==> config.mk <==
export PLATFORM = sky130hd
export DESIGN_NAME = muldiv_arbiter_flat
export DESIGN_NICKNAME = d
export VERILOG_FILES = /design/src/rtl/muldiv_arbiter_if.sv /design/src/rtl/muldiv_arbiter.sv /design/src/flat_wrapper.sv
export SDC_FILE = /design/constraint.sdc
export NUM_CORES = 1
export LEC_CHECK = 0
export ABC_AREA = 1
export ABC_CLOCK_PERIOD_IN_PS = 2200
export CELL_PAD_IN_SITES_DETAIL_PLACEMENT = 1
export CELL_PAD_IN_SITES_GLOBAL_PLACEMENT = 1
export CORE_AREA = 10 10 150 152
export CTS_CLUSTER_SIZE = 28
export DETAILED_ROUTE_END_ITERATION = 8
export DIE_AREA = 0 0 160 162
export GPL_TIMING_DRIVEN = 1
export PLACE_DENSITY = 0.76
export SLEW_MARGIN = 20
export SYNTH_ARGS = -nofsm -noshare
export SYNTH_HDL_FRONTEND = slang
export SYNTH_SLANG_ARGS = --single-unit
export TNS_END_PERCENT = 10
==> constraint.sdc <==
create_clock -name clk -period 2.2 [get_ports clk]
set_clock_uncertainty 0.15 [all_clocks]
set_input_delay 0.66 -clock clk [delete_from_list [all_inputs] [get_ports clk]]
set_output_delay 0.66 -clock clk [all_outputs]
set_load 0.005 [all_outputs]
==> src/rtl/muldiv_arbiter_if.sv <==
// muldiv_arbiter_if: issue-slot, mul/div-unit and writeback signals of the muldiv arbiter
`ifndef ALU_OP_WIDTH
`define ALU_OP_WIDTH 4
`endif
interface muldiv_arbiter_if #(
    parameter int DATA_WIDTH = 32,
    parameter int OP_WIDTH = `ALU_OP_WIDTH
);
    logic req_0;
    logic req_1;
    logic [OP_WIDTH-1:0] op_0;
    logic [OP_WIDTH-1:0] op_1;
    logic [DATA_WIDTH-1:0] s1_0;
    logic [DATA_WIDTH-1:0] s2_0;
    logic [DATA_WIDTH-1:0] s1_1;
    logic [DATA_WIDTH-1:0] s2_1;
    logic ack_0;
    logic ack_1;
    logic flush;
    logic md_start;
    logic [OP_WIDTH-1:0] md_op;
    logic [DATA_WIDTH-1:0] md_s1;
    logic [DATA_WIDTH-1:0] md_s2;
    logic md_done;
    logic [DATA_WIDTH-1:0] md_result;
    logic res_valid;
    logic res_slot;
    logic [DATA_WIDTH-1:0] res_data;
    logic res_ready;
    logic stall;

    modport slave (
        input req_0, req_1, op_0, op_1, s1_0, s2_0, s1_1, s2_1, flush, md_done, md_result, res_ready,
        output ack_0, ack_1, md_start, md_op, md_s1, md_s2, res_valid, res_slot, res_data, stall
    );

    modport master (
        output req_0, req_1, op_0, op_1, s1_0, s2_0, s1_1, s2_1, flush, md_done, md_result, res_ready,
        input ack_0, ack_1, md_start, md_op, md_s1, md_s2, res_valid, res_slot, res_data, stall
    );
endinterface

==> src/rtl/muldiv_arbiter.sv <==
// muldiv_arbiter: shares one multi-cycle mul/div unit between two issue slots; MULDIV_DUAL_ACCEPT_EN adds a slot-1 pending entry
`ifndef ALU_OP_WIDTH
`define ALU_OP_WIDTH 4
`endif
module muldiv_arbiter #(
    parameter int DATA_WIDTH = 32,
    parameter int OP_WIDTH = `ALU_OP_WIDTH
) (
    input logic clk,
    input logic rst,
    muldiv_arbiter_if.slave bus
);
    typedef enum logic [1:0] {IDLE, BUSY, HOLD, DRAIN} state_t;

    state_t state;
    logic cur_slot;
    logic pend_valid;

`ifdef MULDIV_DUAL_ACCEPT_EN
    logic [OP_WIDTH-1:0] pend_op;
    logic [DATA_WIDTH-1:0] pend_s1;
    logic [DATA_WIDTH-1:0] pend_s2;
`else
    assign pend_valid = 1'b0;
`endif

    // Hold the pipeline while an op is in flight, a result waits, or slot 1 is queued
    assign bus.stall = (state != IDLE) || pend_valid;

    // Arbitration FSM: launches ops, captures results, drops flushed slot-1 work
    always_ff @(posedge clk) begin
        if (rst) begin
            state <= IDLE;
            cur_slot <= 1'b0;
`ifdef MULDIV_DUAL_ACCEPT_EN
            pend_valid <= 1'b0;
`endif
            bus.ack_0 <= 1'b0;
            bus.ack_1 <= 1'b0;
            bus.md_start <= 1'b0;
            bus.md_op <= OP_WIDTH'(0);
            bus.md_s1 <= DATA_WIDTH'(0);
            bus.md_s2 <= DATA_WIDTH'(0);
            bus.res_valid <= 1'b0;
            bus.res_slot <= 1'b0;
            bus.res_data <= DATA_WIDTH'(0);
        end else begin
            bus.ack_0 <= 1'b0;
            bus.ack_1 <= 1'b0;
            bus.md_start <= 1'b0;
`ifdef MULDIV_DUAL_ACCEPT_EN
            if (bus.flush)
                pend_valid <= 1'b0;
`endif
            case (state)
                IDLE: begin
                    if (bus.req_0) begin
                        bus.ack_0 <= 1'b1;
                        bus.md_start <= 1'b1;
                        bus.md_op <= bus.op_0;
                        bus.md_s1 <= bus.s1_0;
                        bus.md_s2 <= bus.s2_0;
                        cur_slot <= 1'b0;
                        state <= BUSY;
`ifdef MULDIV_DUAL_ACCEPT_EN
                        if (bus.req_1 && !bus.flush) begin
                            bus.ack_1 <= 1'b1;
                            pend_valid <= 1'b1;
                            pend_op <= bus.op_1;
                            pend_s1 <= bus.s1_1;
                            pend_s2 <= bus.s2_1;
                        end
`endif
                    end else if (bus.req_1 && !bus.flush) begin
                        bus.ack_1 <= 1'b1;
                        bus.md_start <= 1'b1;
                        bus.md_op <= bus.op_1;
                        bus.md_s1 <= bus.s1_1;
                        bus.md_s2 <= bus.s2_1;
                        cur_slot <= 1'b1;
                        state <= BUSY;
                    end
                end
                BUSY: begin
                    if (bus.flush && cur_slot) begin
                        state <= bus.md_done ? IDLE : DRAIN;
                    end else if (bus.md_done) begin
                        bus.res_valid <= 1'b1;
                        bus.res_slot <= cur_slot;
                        bus.res_data <= bus.md_result;
                        state <= HOLD;
                    end
                end
                HOLD: begin
                    if (bus.flush && bus.res_slot) begin
                        bus.res_valid <= 1'b0;
                        state <= IDLE;
                    end else if (bus.res_ready) begin
                        bus.res_valid <= 1'b0;
                        state <= IDLE;
`ifdef MULDIV_DUAL_ACCEPT_EN
                        if (pend_valid && !bus.flush) begin
                            pend_valid <= 1'b0;
                            bus.md_start <= 1'b1;
                            bus.md_op <= pend_op;
                            bus.md_s1 <= pend_s1;
                            bus.md_s2 <= pend_s2;
                            cur_slot <= 1'b1;
                            state <= BUSY;
                        end
`endif
                    end
                end
                DRAIN: begin
                    if (bus.md_done)
                        state <= IDLE;
                end
                default: state <= IDLE;
            endcase
        end
    end
endmodule

==> src/flat_wrapper.sv <==
// flat-port wrapper written by rule: the top's interface ports become plain ports
module muldiv_arbiter_flat 
#(
    parameter int DATA_WIDTH = 32,
    parameter int OP_WIDTH = `ALU_OP_WIDTH
)
  (clk, rst, bus_req_0, bus_req_1, bus_op_0, bus_op_1, bus_s1_0, bus_s2_0, bus_s1_1, bus_s2_1, bus_flush, bus_md_done, bus_md_result, bus_res_ready, bus_ack_0, bus_ack_1, bus_md_start, bus_md_op, bus_md_s1, bus_md_s2, bus_res_valid, bus_res_slot, bus_res_data, bus_stall);
  muldiv_arbiter_if #(.DATA_WIDTH(DATA_WIDTH), .OP_WIDTH(OP_WIDTH)) bus_i ();
  input logic clk;
  input logic rst;
  input wire logic [$bits(bus_i.req_0)-1:0] bus_req_0;
  input wire logic [$bits(bus_i.req_1)-1:0] bus_req_1;
  input wire logic [$bits(bus_i.op_0)-1:0] bus_op_0;
  input wire logic [$bits(bus_i.op_1)-1:0] bus_op_1;
  input wire logic [$bits(bus_i.s1_0)-1:0] bus_s1_0;
  input wire logic [$bits(bus_i.s2_0)-1:0] bus_s2_0;
  input wire logic [$bits(bus_i.s1_1)-1:0] bus_s1_1;
  input wire logic [$bits(bus_i.s2_1)-1:0] bus_s2_1;
  input wire logic [$bits(bus_i.flush)-1:0] bus_flush;
  input wire logic [$bits(bus_i.md_done)-1:0] bus_md_done;
  input wire logic [$bits(bus_i.md_result)-1:0] bus_md_result;
  input wire logic [$bits(bus_i.res_ready)-1:0] bus_res_ready;
  output wire logic [$bits(bus_i.ack_0)-1:0] bus_ack_0;
  output wire logic [$bits(bus_i.ack_1)-1:0] bus_ack_1;
  output wire logic [$bits(bus_i.md_start)-1:0] bus_md_start;
  output wire logic [$bits(bus_i.md_op)-1:0] bus_md_op;
  output wire logic [$bits(bus_i.md_s1)-1:0] bus_md_s1;
  output wire logic [$bits(bus_i.md_s2)-1:0] bus_md_s2;
  output wire logic [$bits(bus_i.res_valid)-1:0] bus_res_valid;
  output wire logic [$bits(bus_i.res_slot)-1:0] bus_res_slot;
  output wire logic [$bits(bus_i.res_data)-1:0] bus_res_data;
  output wire logic [$bits(bus_i.stall)-1:0] bus_stall;
  assign bus_i.req_0 = bus_req_0;
  assign bus_i.req_1 = bus_req_1;
  assign bus_i.op_0 = bus_op_0;
  assign bus_i.op_1 = bus_op_1;
  assign bus_i.s1_0 = bus_s1_0;
  assign bus_i.s2_0 = bus_s2_0;
  assign bus_i.s1_1 = bus_s1_1;
  assign bus_i.s2_1 = bus_s2_1;
  assign bus_i.flush = bus_flush;
  assign bus_i.md_done = bus_md_done;
  assign bus_i.md_result = bus_md_result;
  assign bus_i.res_ready = bus_res_ready;
  assign bus_ack_0 = bus_i.ack_0;
  assign bus_ack_1 = bus_i.ack_1;
  assign bus_md_start = bus_i.md_start;
  assign bus_md_op = bus_i.md_op;
  assign bus_md_s1 = bus_i.md_s1;
  assign bus_md_s2 = bus_i.md_s2;
  assign bus_res_valid = bus_i.res_valid;
  assign bus_res_slot = bus_i.res_slot;
  assign bus_res_data = bus_i.res_data;
  assign bus_stall = bus_i.stall;
  muldiv_arbiter #(.DATA_WIDTH(DATA_WIDTH), .OP_WIDTH(OP_WIDTH)) u_core (.clk(clk), .rst(rst), .bus(bus_i));
endmodule
==> impl_metrics.env, run 1 <==
export IMPL_netlist_area_um2=4612
export IMPL_yosys_area_share_adder_pct=0
export IMPL_setup_viol=0
export IMPL_met2_length_um=9896
export IMPL_tritoncts="done"
export IMPL_area_delta_synth_final_pct=74.93
export IMPL_ys_types=19
export IMPL_hp_class="reg -> reg"
export IMPL_avgSynthCellArea_um2=6.560
export IMPL_max_freq_mhz=486.4
export IMPL_drt_iter0_drc=179
export IMPL_yosysTopAreaCell="dfxtp_1"
export IMPL_cts_path_max_buffers=2
export IMPL_finalCritPeriodShare_pct=93.44
export IMPL_crit_required_ps=1390
export IMPL_cts_root_buf="clkbuf_16"
export IMPL_crit_type="reg -> out"
export IMPL_die_w_um=160
export IMPL_synthMuxAreaShare_pct=0
export IMPL_top_layer="met4"
export IMPL_start_kind="register"
export IMPL_slowest_delay_ps=550
export IMPL_final_hold_viol_count=0
export IMPL_cpLargestDelayFamily="buffers and inverters"
export IMPL_multiInputGateArea_um2=2188
export IMPL_yosys_warnings=0
export IMPL_cap_violations=0
export IMPL_relSlewSlack_pct=67.59
export IMPL_worst_r2r_setup_slack_ps=660
export IMPL_fp_row_count=51
export IMPL_synth_nets=878
export IMPL_synth_seq_area_share_pct=46.88
export IMPL_worstSkewPairLatency_ps=350
export IMPL_post_route_min_period_ps=2056
export IMPL_final_core_util_pct=41.59
export IMPL_io_pin_count=281
export IMPL_grt_overflow=0
export IMPL_wl_um=20210
export IMPL_route_met3_wl_um=1626
export IMPL_wirelength_met1_um=8449
export IMPL_grt_pass1_vias=5694
export IMPL_end_kind="primary output"
export IMPL_cp_slowest_cell="clkdlybuf4s50_1"
export IMPL_ys_ff_latch=108
export IMPL_cp_data_arrival_time_ps=1250
export IMPL_hold_buffers=0
export IMPL_powerDensity_nw_per_um2=881.6
export IMPL_viasPerCell=4.308
export IMPL_die_area_um2=25920
export IMPL_yosysTopAreaCellShare_pct=46.88
export IMPL_peakVddDrop_mv=0.4204
export IMPL_h_tree_depth=3
export IMPL_global_route_usage_total_pct=15.04
export IMPL_dr_pass1_iters=4
export IMPL_synth_compound_area_share_pct=11.91
export IMPL_synthSimpleGateAreaFrac_pct=35.54
export IMPL_clkSinkCount=108
export IMPL_antenna_found_initial=1
export IMPL_fill_cells=2441
export IMPL_crit_fanout=2
export IMPL_port_buffers=280
export IMPL_cellLeakagePower_nw=3.456
export IMPL_coreArea_um2=19400
export IMPL_gp_congestion=0.7872
export IMPL_seq_area_um2=2163
export IMPL_wl_per_cell_um=16.27
export IMPL_start_util_pct=23.77
export IMPL_cts_clk_slew_worst_paths_ps=80
export IMPL_final_common_cell="clkdlybuf4s50_1"
export IMPL_syn_inst=703
export IMPL_detail_route_antenna_nets=0
export IMPL_final_cell_mix="clkdlybuf4s50_1 (278), nand2_1 (212), nor2_1 (212)"
export IMPL_status="complete, no violations"
export IMPL_grt_first_pass_wirelength_um=31730
export IMPL_finalWorstSetupSlack_ps=144.3
export IMPL_synth_top_family_by_area="simple AND/OR/NAND/NOR gates"
export IMPL_nNetsFinal=1146
export IMPL_crit_path_cell_trace="clkdlybuf4s50_1"
export IMPL_postCtsSetupBuffers=0
export IMPL_dpl_hpwl_um=15560
export IMPL_path_buf_inv=1
export IMPL_ys_top_cells_by_area="dfxtp_1 (47%), nand2_1 (17%), nor2_1 (17%)"
export IMPL_layout_drive_gt1_share_pct=4.918
export IMPL_cts_buffers=9
export IMPL_rsz0062_at_grt="no"
export IMPL_drc=0
export IMPL_place_ws_ps=-113.2
export IMPL_num_vias=5350
export IMPL_worstMarginPinSlew_ps=486.2
export IMPL_cts_repair_resized=2
export IMPL_die_h_um=162
export IMPL_synth_xor_area_share_pct=0
export IMPL_grt_start_max_net_pins=70
export IMPL_slew_violations=0
## worst paths after layout
path              cells past startpoint                    to                  from
hold / removal                        1  u_core.bus.res_valid  u_core.bus.res_valid
setup reg to reg                      8   u_core.bus.md_s2[4]       u_core.state[1]
setup / recovery                      1         bus_md_s2[18]  u_core.bus.md_s2[18]
hold reg to reg                       1  u_core.bus.res_valid  u_core.bus.res_valid
## metal layers
| layer | up-vias | track usage [%] |
|---|---|---|
| li1 | 2717 | - |
| met1 | 2451 | 16.88 |
| met2 | 165 | 26.21 |
| met3 | 17 | 5.662 |
| met4 | 0 | 4.007 |
| met5 | - | 0 |
## power by group
part | leakage [nW] | switching [W] | total [W] | internal [W]
Clock | 0.138 | 0.000814 | 0.00161 | 0.000798
Combinational | 2.43 | 0.00130 | 0.00282 | 0.00152
Sequential | 0.891 | 0.000241 | 0.00268 | 0.00244
## cell type report
cell class	instances	area share (%)
Inverter	9	0.4187
Multi-Input combinational cell	540	27.12
Sequential cell	108	26.81
Antenna cell	1	0.03102
Clock buffer	9	2.792
Timing Repair Buffer	303	37.89
Clock inverter	7	0.8220
Tap cell	265	4.110
## synth_stat cells, drive strengths merged
cell type	instances
nor2	213
nand2	212
dfxtp	108
o21ai	103
buf	27
clkbuf	19
inv	9
nand3	6
a21oi	3
nand4	1
nor3	1
o21a	1
## through the flow
step	TNS (ps)	power (W)	cells	area [µm²]	hold WS, ps
6_report	0	0.007112	1242	8068	323.1
5_1_grt	0	0.007695	1242	8068	359.9
3_3_place_gp	-2136	0.005559	1225	7774	300.4
2_1_floorplan	0	0.003827	703	4612	314.2
3_5_place_dp	-3808	0.005622	1225	7774	308.1
4_1_cts	0	0.007293	1241	8065	326.6
## cells by family (layout without fill, tap and decap cells)
kind of cell | count (synthesis) | in the layout
simple gates | 433 | 433
flops | 108 | 108
compound gates | 107 | 107
buf+inv | 55 | 328
other cells | 0 | 1
## state kept, by name, summed over array words and instances, names as in the netlist
name,count
u_core.bus.md_s1,32
u_core.bus.md_s2,32
u_core.bus.res_data,32
u_core.bus.md_op,4
u_core.state,2
u_core.bus.ack_0,1
u_core.bus.ack_1,1
u_core.bus.md_start,1
u_core.bus.res_slot,1
u_core.bus.res_valid,1
u_core.cur_slot,1
No activity file was read; power rests on OpenSTA's default activity.
==> run 2, diff against run 1 <==
--- a/config.mk
+++ b/config.mk
@@ -10,11 +10,13 @@
 export CELL_PAD_IN_SITES_DETAIL_PLACEMENT = 1
 export CELL_PAD_IN_SITES_GLOBAL_PLACEMENT = 1
 export CORE_AREA = 10 10 150 152
+export CTS_CLUSTER_DIAMETER = 200
 export CTS_CLUSTER_SIZE = 28
 export DETAILED_ROUTE_END_ITERATION = 8
 export DIE_AREA = 0 0 160 162
 export GPL_TIMING_DRIVEN = 1
 export PLACE_DENSITY = 0.76
+export SKIP_LAST_GASP = 1
 export SLEW_MARGIN = 20
 export SYNTH_ARGS = -nofsm -noshare
 export SYNTH_HDL_FRONTEND = slang
==> results of run 2 <==
No change in the layout: final DEF, timing and power equal those of run 1.
==> run 3, diff against run 2 <==
--- a/config.mk
+++ b/config.mk
@@ -16,6 +16,7 @@
 export DIE_AREA = 0 0 160 162
 export GPL_TIMING_DRIVEN = 1
 export PLACE_DENSITY = 0.76
+export SETUP_SLACK_MARGIN = 0.5
 export SKIP_LAST_GASP = 1
 export SLEW_MARGIN = 20
 export SYNTH_ARGS = -nofsm -noshare
==> run 3 against run 2 <==
Worst hold slack got worse by 5.9 ps. Combinational power increased by 9.9%. Clock power up 3%. Cell area rose by 2.2%. Largest cell class unchanged. Maximum frequency is 15% higher. Clock-buffer cell count unchanged. Non-clock buffer count increased by 16. Sequential share of layout area is 0.30 points lower. Cell count rose by 1.2%. Register-to-register slack lost 90 ps. Via count is 2.1% higher. Critical path depth up 2.
==> impl_metrics.env, run 3 (synthesis results as in run 1) <==
export IMPL_status="complete, no violations"
export IMPL_cap_violations=0
export IMPL_rsz0062_at_grt="yes"
export IMPL_final_core_util_pct=42.49
export IMPL_globalRouteMet1Util_pct=16.91
export IMPL_final_hold_viol_count=0
export IMPL_cts_root_buf="clkbuf_16"
export IMPL_detail_route_antenna_nets=0
export IMPL_wl_per_cell_um=17.58
export IMPL_start_util_pct=23.77
export IMPL_num_vias=5465
export IMPL_die_area_um2=25920
export IMPL_io_pin_count=281
export IMPL_grt_pass1_vias=5690
export IMPL_global_route_usage_total_pct=15.32
export IMPL_met2_usage_pct=26.86
export IMPL_worstSkewPairLatency_ps=350
export IMPL_cts_buffers=9
export IMPL_crit_type="reg -> out"
export IMPL_wl_um=22100
export IMPL_end_kind="primary output"
export IMPL_layout_cells_non_filler=1257
export IMPL_hold_slack_ps=317.2
export IMPL_coreArea_um2=19400
export IMPL_finalCritPeriodShare_pct=81.25
export IMPL_largest_registers="u_core.bus.md_s1 x32, u_core.bus.md_s2 x32, u_core.bus.res_data x32"
export IMPL_powerDensity_nw_per_um2=902.7
export IMPL_grt_start_max_net_pins=56
export IMPL_grt_first_pass_wirelength_um=32030
export IMPL_p_total_w=0.007441
export IMPL_cts_path_max_buffers=2
export IMPL_dr_pass1_iters=4
export IMPL_slew_violations=0
export IMPL_busiest_layer="met2"
export IMPL_viasPerCell=4.348
export IMPL_layout_drive_gt1_share_pct=10.58
export IMPL_hold_buffers=0
export IMPL_die_w_um=160
export IMPL_cellLeakagePower_nw=4.012
export IMPL_cts_clk_slew_worst_paths_ps=80
export IMPL_drt_iter0_drc=146
export IMPL_fp_row_count=51
export IMPL_grt_overflow=0
export IMPL_final_cell_mix="nand2_1 (211), nor2_1 (211), clkdlybuf4s50_1 (169)"
export IMPL_relSlewSlack_pct=74.60
export IMPL_h_tree_depth=3
export IMPL_post_route_min_period_ps=1788
export IMPL_crit_required_ps=1390
export IMPL_setup_viol=0
export IMPL_cp_data_arrival_time_ps=980
export IMPL_max_freq_mhz=559.4
export IMPL_antenna_found_initial=0
export IMPL_crit_fanout=2
export IMPL_peakVddDrop_mv=0.3438
export IMPL_post_place_cells=1221
export IMPL_die_h_um=162
export IMPL_antennaDiodeCount=0
export IMPL_drc=0
export IMPL_area_delta_synth_final_pct=78.73
export IMPL_nNetsFinal=1162
export IMPL_tritoncts="done"
export IMPL_start_kind="register"
export IMPL_worstMarginPinSlew_ps=381.1
export IMPL_port_buffers=280
export IMPL_dpl_hpwl_um=15250
export IMPL_gp_congestion=0.7682
export IMPL_hp_class="reg -> reg"
export IMPL_grt_use_met3_pct=6.168
export IMPL_finalWorstSetupSlack_ps=412.5
export IMPL_place_ws_ps=-16.08
export IMPL_clkSinkCount=108
==> run 3: cell types whose count changed in the layout (fill, tap and decap cells not counted), moves of 7 or more <==
cell             delta
o21ai_1            +23
dfxtp_1            -16
o21ai_0            -23
dfxtp_2            +15
clkbuf_16           +7
dlygate4sd2_1      +83
buf_2              +20
clkdlybuf4s50_1   -109
==> run 3: area by class of cell <==
class / count / area [µm²]
Fill cell: 2467 / 11160
Timing Repair Buffer: 319 / 3173
Multi-Input combinational cell: 540 / 2207
Sequential cell: 108 / 2186
Tap cell: 265 / 331.6
Clock buffer: 9 / 225.2
Clock inverter: 7 / 78.83
Inverter: 9 / 41.29
==> run 3: power by group <==
group	switching, W	total, W	internal [W]
clock	0.000853	0.00166	0.000810
sequential	0.000224	0.00268	0.00245
combinational	0.00155	0.00310	0.00155
==> run 3: stage by stage <==
step                setup TNS (ps)  area [µm²]
finish                           0        8243
global route                     0        8243
CTS                              0        7978
detailed placement          -66.77        7749
global placement                 0        7749
floorplan                        0        4623
==> run 3: worst max-delay path, cell delays in order (launching register included) <==
cell     delay, ps
dfxtp_4        360
nor2_4         110
inv_2           50
buf_6          110
==> run 3: per-layer routing <==
layer / wire [µm] / vias to the layer above
li1: - / 2760
met1: 9226 / 2522
met2: 10890 / 167
met3: 1706 / 16
met4: 276 / 0
met5: 0 / -
==> run 3: timing repair <==
item,4_1_cts,5_1_grt
pin swaps,2,8
cloned,2,10
setup buffers,7,1
resized for setup,201,27
setup endpoints to repair,210,192
==> run 3: path summary, 6_finish.rpt <==
path                                            from                    to  slack (ps)  cells after the start
worst max register to register       u_core.state[1]  u_core.bus.md_s2[26]         570                      8
worst min-delay path            u_core.bus.res_valid  u_core.bus.res_valid         320                      1
worst max-delay path                 u_core.state[1]             bus_stall         410                      3
worst min register to register  u_core.bus.res_valid  u_core.bus.res_valid         320                      1
